--- src/rtl/vgacon_stream_ctrl.sv ---
// vgacon_stream_ctrl: console char stream -> 9-bit text buffer, with cursor and
// a scroll/clear engine. Host writes always win the single buffer write port.
// Ports: char_data/valid/ready (producer), host_wr_en/addr/data (priority writes),
// buf_we/waddr/wdata + buf_raddr/rdata (buffer), vblank, cursor_row/col, busy.
// Optional macro VGACON_VBLANK_SYNC_EN: scroll/clear wait for vblank before starting.
module vgacon_stream_ctrl #(
  parameter int NUM_ROWS = 3,
  parameter int NUM_COLS = 10,
  parameter logic [8:0] BLANK = 9'h020,
  parameter int AW = $clog2(NUM_ROWS*NUM_COLS),
  localparam int RW = $clog2(NUM_ROWS),
  localparam int CW = $clog2(NUM_COLS)
) (
  input  logic          clk,
  input  logic          rst,
  input  logic [8:0]    char_data,
  input  logic          char_valid,
  output logic          char_ready,
  input  logic          host_wr_en,
  input  logic [AW-1:0] host_wr_addr,
  input  logic [8:0]    host_wr_data,
  output logic          buf_we,
  output logic [AW-1:0] buf_waddr,
  output logic [8:0]    buf_wdata,
  output logic [AW-1:0] buf_raddr,
  input  logic [8:0]    buf_rdata,
  input  logic          vblank,
  output logic [RW-1:0] cursor_row,
  output logic [CW-1:0] cursor_col,
  output logic          busy
);

  localparam int NCH = NUM_ROWS*NUM_COLS;
  localparam logic [AW-1:0] CP_LAST   = AW'(NCH-NUM_COLS-1);
  localparam logic [AW-1:0] CELL_LAST = AW'(NCH-1);
  localparam logic [RW-1:0] ROW_LAST  = RW'(NUM_ROWS-1);
  localparam logic [CW-1:0] COL_LAST  = CW'(NUM_COLS-1);

  typedef enum logic [2:0] {
    S_IDLE, S_COPY, S_FILL, S_CLR, S_WVBL
  } state_t;

  state_t        r_state, w_state_nx;
  logic [AW-1:0] r_idx, w_idx_nx;
  logic [RW-1:0] r_row, w_row_nx;
  logic [CW-1:0] r_col, w_col_nx;
  logic          w_acc, w_prn, w_go_scr, w_go_clr;
  logic [6:0]    w_asc;
  logic [AW-1:0] w_cur_addr;

`ifdef VGACON_VBLANK_SYNC_EN
  // Remembers which operation WAIT_VBL is holding back.
  logic r_clr, w_clr_nx;
`else
  logic w_unused_vblank;
  assign w_unused_vblank = vblank;
`endif

  assign char_ready = (r_state == S_IDLE) & ~host_wr_en;
  assign busy       = (r_state != S_IDLE);
  assign cursor_row = r_row;
  assign cursor_col = r_col;
  assign w_acc      = char_valid & char_ready;
  assign w_asc      = char_data[6:0];
  assign w_prn      = (w_asc >= 7'h20) && (w_asc <= 7'h7E);
  assign w_cur_addr = AW'(int'(r_row)*NUM_COLS + int'(r_col));
  // Copy source is one row below the destination.
  assign buf_raddr  = (r_state == S_COPY) ? r_idx + AW'(NUM_COLS) : '0;

  always_comb begin
    w_state_nx = r_state;
    w_idx_nx   = r_idx;
    w_row_nx   = r_row;
    w_col_nx   = r_col;
    w_go_scr   = 1'b0;
    w_go_clr   = 1'b0;
`ifdef VGACON_VBLANK_SYNC_EN
    w_clr_nx   = r_clr;
`endif
    if (w_acc) begin
      unique case (1'b1)
        w_prn: begin
          if (r_col == COL_LAST) begin
            w_col_nx = '0;
            if (r_row == ROW_LAST) w_go_scr = 1'b1;
            else w_row_nx = r_row + RW'(1);
          end else begin
            w_col_nx = r_col + CW'(1);
          end
        end
        (w_asc == 7'h0D): w_col_nx = '0;
        (w_asc == 7'h0A): begin
          if (r_row == ROW_LAST) w_go_scr = 1'b1;
          else w_row_nx = r_row + RW'(1);
        end
        (w_asc == 7'h08): begin
          if (r_col != '0) w_col_nx = r_col - CW'(1);
        end
        (w_asc == 7'h0C): begin
          w_row_nx = '0;
          w_col_nx = '0;
          w_go_clr = 1'b1;
        end
        default: ;
      endcase
    end
    case (r_state)
      S_IDLE: begin
        if (w_go_scr || w_go_clr) begin
          w_idx_nx = '0;
`ifdef VGACON_VBLANK_SYNC_EN
          w_state_nx = S_WVBL;
          w_clr_nx   = w_go_clr;
`else
          w_state_nx = w_go_clr ? S_CLR : S_COPY;
`endif
        end
      end
      S_COPY: begin
        if (!host_wr_en) begin
          w_idx_nx = r_idx + AW'(1);
          if (r_idx == CP_LAST) w_state_nx = S_FILL;
        end
      end
      S_FILL, S_CLR: begin
        if (!host_wr_en) begin
          if (r_idx == CELL_LAST) begin
            w_state_nx = S_IDLE;
            w_idx_nx   = '0;
          end else begin
            w_idx_nx = r_idx + AW'(1);
          end
        end
      end
`ifdef VGACON_VBLANK_SYNC_EN
      S_WVBL: begin
        if (vblank) w_state_nx = r_clr ? S_CLR : S_COPY;
      end
`endif
      default: w_state_nx = S_IDLE;
    endcase
  end

  always_comb begin
    buf_we    = 1'b0;
    buf_waddr = '0;
    buf_wdata = '0;
    if (host_wr_en) begin
      buf_we    = 1'b1;
      buf_waddr = host_wr_addr;
      buf_wdata = host_wr_data;
    end else if (w_acc && w_prn) begin
      buf_we    = 1'b1;
      buf_waddr = w_cur_addr;
      buf_wdata = char_data;
    end else begin
      case (r_state)
        S_COPY: begin
          buf_we    = 1'b1;
          buf_waddr = r_idx;
          buf_wdata = buf_rdata;
        end
        S_FILL, S_CLR: begin
          buf_we    = 1'b1;
          buf_waddr = r_idx;
          buf_wdata = BLANK;
        end
        default: ;
      endcase
    end
  end

  always_ff @(posedge clk or posedge rst) begin
    if (rst) begin
      r_state <= S_IDLE;
      r_idx   <= '0;
      r_row   <= '0;
      r_col   <= '0;
`ifdef VGACON_VBLANK_SYNC_EN
      r_clr   <= 1'b0;
`endif
    end else begin
      r_state <= w_state_nx;
      r_idx   <= w_idx_nx;
      r_row   <= w_row_nx;
      r_col   <= w_col_nx;
`ifdef VGACON_VBLANK_SYNC_EN
      r_clr   <= w_clr_nx;
`endif
    end
  end

endmodule

--- config.mk ---
export PLATFORM = sky130hd
export DESIGN_NAME = vgacon_stream_ctrl
export DESIGN_NICKNAME = d
export VERILOG_FILES = /design/src/rtl/vgacon_stream_ctrl.sv
export SDC_FILE = /design/constraint.sdc
export NUM_CORES = 1
export LEC_CHECK = 0
export CAP_MARGIN = 20
export CORE_ASPECT_RATIO = 2
export CORE_MARGIN = 2
export CORE_UTILIZATION = 40
export CTS_CLUSTER_DIAMETER = 80
export CTS_CLUSTER_SIZE = 10
export DETAILED_ROUTE_END_ITERATION = 16
export PLACE_DENSITY = 0.77
export SLEW_MARGIN = 0
export SYNTH_ARGS = -nofsm -noshare
export SYNTH_HDL_FRONTEND = slang
export SYNTH_SLANG_ARGS = --single-unit
--- constraint.sdc ---
create_clock -name clk -period 3 [get_ports clk]
set_input_delay 0.6 -clock clk [delete_from_list [all_inputs] [get_ports clk]]
set_output_delay 0.6 -clock clk [all_outputs]
set_load 0.005 [all_outputs]
==> impl_metrics.toml <==
[outcome]
status = "completed"

[floorplanning]
dieArea_um2 = 4140
core_area_um2 = 3420
io_pins = 65
initial_core_util_pct = 42.3
die_h_um = 89
rows = 30
die_w_um = 46.5

[place]
place.gp.congestion = 0.891
dp_slack_ns = -0.174
place_hpwl_um = 3890
placed_area_um2 = 2260
port-buffer-count = 63

[timing]
fin_tns_setup_ns = 0
fin_ws_ns = 0.0879
worst_pin_slew_ns = 0.502
fmax_mhz = 343
drv_slew = 0
period_share_pct = 97.1
setup_viol = 0
period_needed_ns = 2.91
slew_headroom_pct = 66.5
rsz0062_at_grt = "false"
skew_ns = 0.00850
hold_violations = 0

[critical_path]
arrival_ns = 2.31
reg2reg_from = "cursor_col[1]"
path_class = "in -> out"
end_kind = "primary output"
cp-start-kind = "input port"
crit_fanout = 3
startpoint = "char_data[3]"
r2r_slack_ns = 0.93
cp.required_ns = 2.40

[synth]
synth_largest_area_cell = "dfrtp_1"
ys.flop_type = "dfrtp_1"
synth_top_area_share_pct = 22.5
seq_area_frac_synth_pct = 22.5
synthArstFlopShare_pct = 100
netlist_top_cells_area = "dfrtp_1 23%, ha_1 9.5%, o21ai_0 9.4%"
ys_types = 44
synth_edf_count = 0
post_synth.cell_area_avg_um2 = 7.53
mappedNetlistArea_um2 = 1450
ys_warn_count = 0
ys_ff_latch = 13
syn_nets = 241
syn_inst = 192

[drt]
avgRoutedWirePerCell_um = 15.7
routed_wl_um = 5040
drc_errors = 0
ant_nets = 0
drtIter0Drc = 43
viasPerCell = 5.58
num_vias = 1798
dr.pass1.iters = 4

[layout]
n_antenna_cell = 0
final_common_cell = "clkdlybuf4s50_1"
finish.instance_area_um2 = 2390
layout_common_cells = "46 x clkdlybuf4s50_1, 26 x o21ai_0, 23 x nand2_1, 23 x buf_4, 13 x dfrtp_1"
areaGrowthSynthToFinish_pct = 65.7
layout-drive-gt1-share_pct = 14.6
nets = 324

[pwr]
leakage_nw = 1.13
peakVddDrop_mv = 0.579
p_per_area_nw_per_um2 = 579
p_total_w = 0.00139

[worst_hold_path]
hold_class = "reg -> reg"
hp-start = "r_idx[1]"

[global_routing]
grt_pass1_vias = 1721
overflow = 0
grt_usage_pct = 25.1
grt_use_met2_pct = 48.7
grt_max_degree = 37
busiest_layer = "met2"
grtUsageMet3_pct = 4.44
antenna_found_initial = 0
grt_pass1_wl_um = 7680
use_met1_pct = 25.7

[cts]
h-tree-depth = 1
cts_buffer_depth = 2
cts_tree = "yes"
insertion_delay_ns = 0.24
cts.sinks = 13
cts_buffers = 3
path_clk_slew_ns = 0.05
clockRootBuffer = "clkbuf_8"
ctsHoldBuffers = 0

[flow_run]
cap_violations = 0
==> through the flow <==
step | cells | hold WS, ns | utilization [%]
6_report | 322 | 0.636 | 70.1
5_1_grt | 322 | 0.661 | 70.1
4_1_cts | 321 | 0.598 | 68.1
3_5_place_dp | 315 | 0.568 | 66.0
3_3_place_gp | 315 | 0.570 | 66.0
2_1_floorplan | 192 | 0.477 | -
==> timing repair <==
item	CTS	global route
pin swaps	1	1
gates cloned	1	0
resized for setup	13	18
setup buffers	1	1
hold endpoints to repair	0	0
setup endpoints to repair	14	8
==> Yosys cell counts (3+ instances only) <==
| library cell | n |
|---|---|
| inv_1 | 11 |
| nor3_1 | 5 |
| nand3b_1 | 3 |
| a21o_1 | 6 |
| o31ai_1 | 4 |
| nand2_1 | 24 |
| ha_1 | 11 |
| o21ai_0 | 27 |
| and2_1 | 4 |
| a21oi_1 | 7 |
| dfrtp_1 | 13 |
| nand3_1 | 4 |
| clkbuf_1 | 8 |
| nor2b_1 | 3 |
| a22oi_1 | 12 |
| nor2_1 | 13 |
==> worst paths after layout <==
| kind | end | depth (start not counted) |
|---|---|---|
| hold / removal | r_idx[1] | 2 |
| setup reg to reg | r_idx[4] | 8 |
| hold reg to reg | r_idx[1] | 2 |
| setup / recovery | buf_wdata[5] | 7 |
| min in group asynchronous | r_idx[4] | 2 |
| max in group asynchronous | cursor_col[1] | 2 |
==> sequential cells by signal, indices dropped and copies added (netlist names) <==
signal / flops
cursor_col: 4
r_state: 2
cursor_row: 2
r_idx: 5
==> routing by layer <==
| metal | wire [um] | share of wire (%) | up-vias |
|---|---|---|---|
| li1 | - | - | 875 |
| met2 | 2910 | 58 | 71 |
| met1 | 1750 | 35 | 840 |
| met3 | 254 | 5.0 | 12 |
| met5 | 0 | 0 | - |
| met4 | 132 | 2.6 | 0 |
==> cell type report <==
cell class | count | area, um2
Multi-Input combinational cell | 159 | 1100
Fill cell | 287 | 1020
Timing Repair Buffer | 86 | 821
Sequential cell | 13 | 325
Tap cell | 48 | 60.1
Clock buffer | 4 | 45.0
Inverter | 12 | 45.0
==> cells by family (layout without fill, tap and decap cells) <==
family	after synthesis	in the layout	share of synthesized area [%]
multiplexers	1	1	0.779
AO/OA/AOI/OAI	71	71	32.1
buffers and inverters	20	102	5.19
AND/OR/NAND/NOR	71	71	26.1
flip-flops	13	13	22.5
adder cells (fa/ha/maj)	12	12	10.9
XOR/XNOR	4	4	2.42
==> worst max-delay path, stage by stage <==
cell and delay, ns:
clkdlybuf4s50_1 0.48, and4_4 0.25, o2bb2ai_4 0.14, nor2_4 0.05, a221o_2 0.34, mux2_2 0.26
clkdlybuf4s15_1 0.20
==> power by group <==
part           switching (W)  total (W)  internal (W)
combinational       0.000398   0.000860      0.000462
sequential          0.000137   0.000378      0.000241
clock              0.0000562   0.000149     0.0000933
Power figures use the tool's default switching activity.
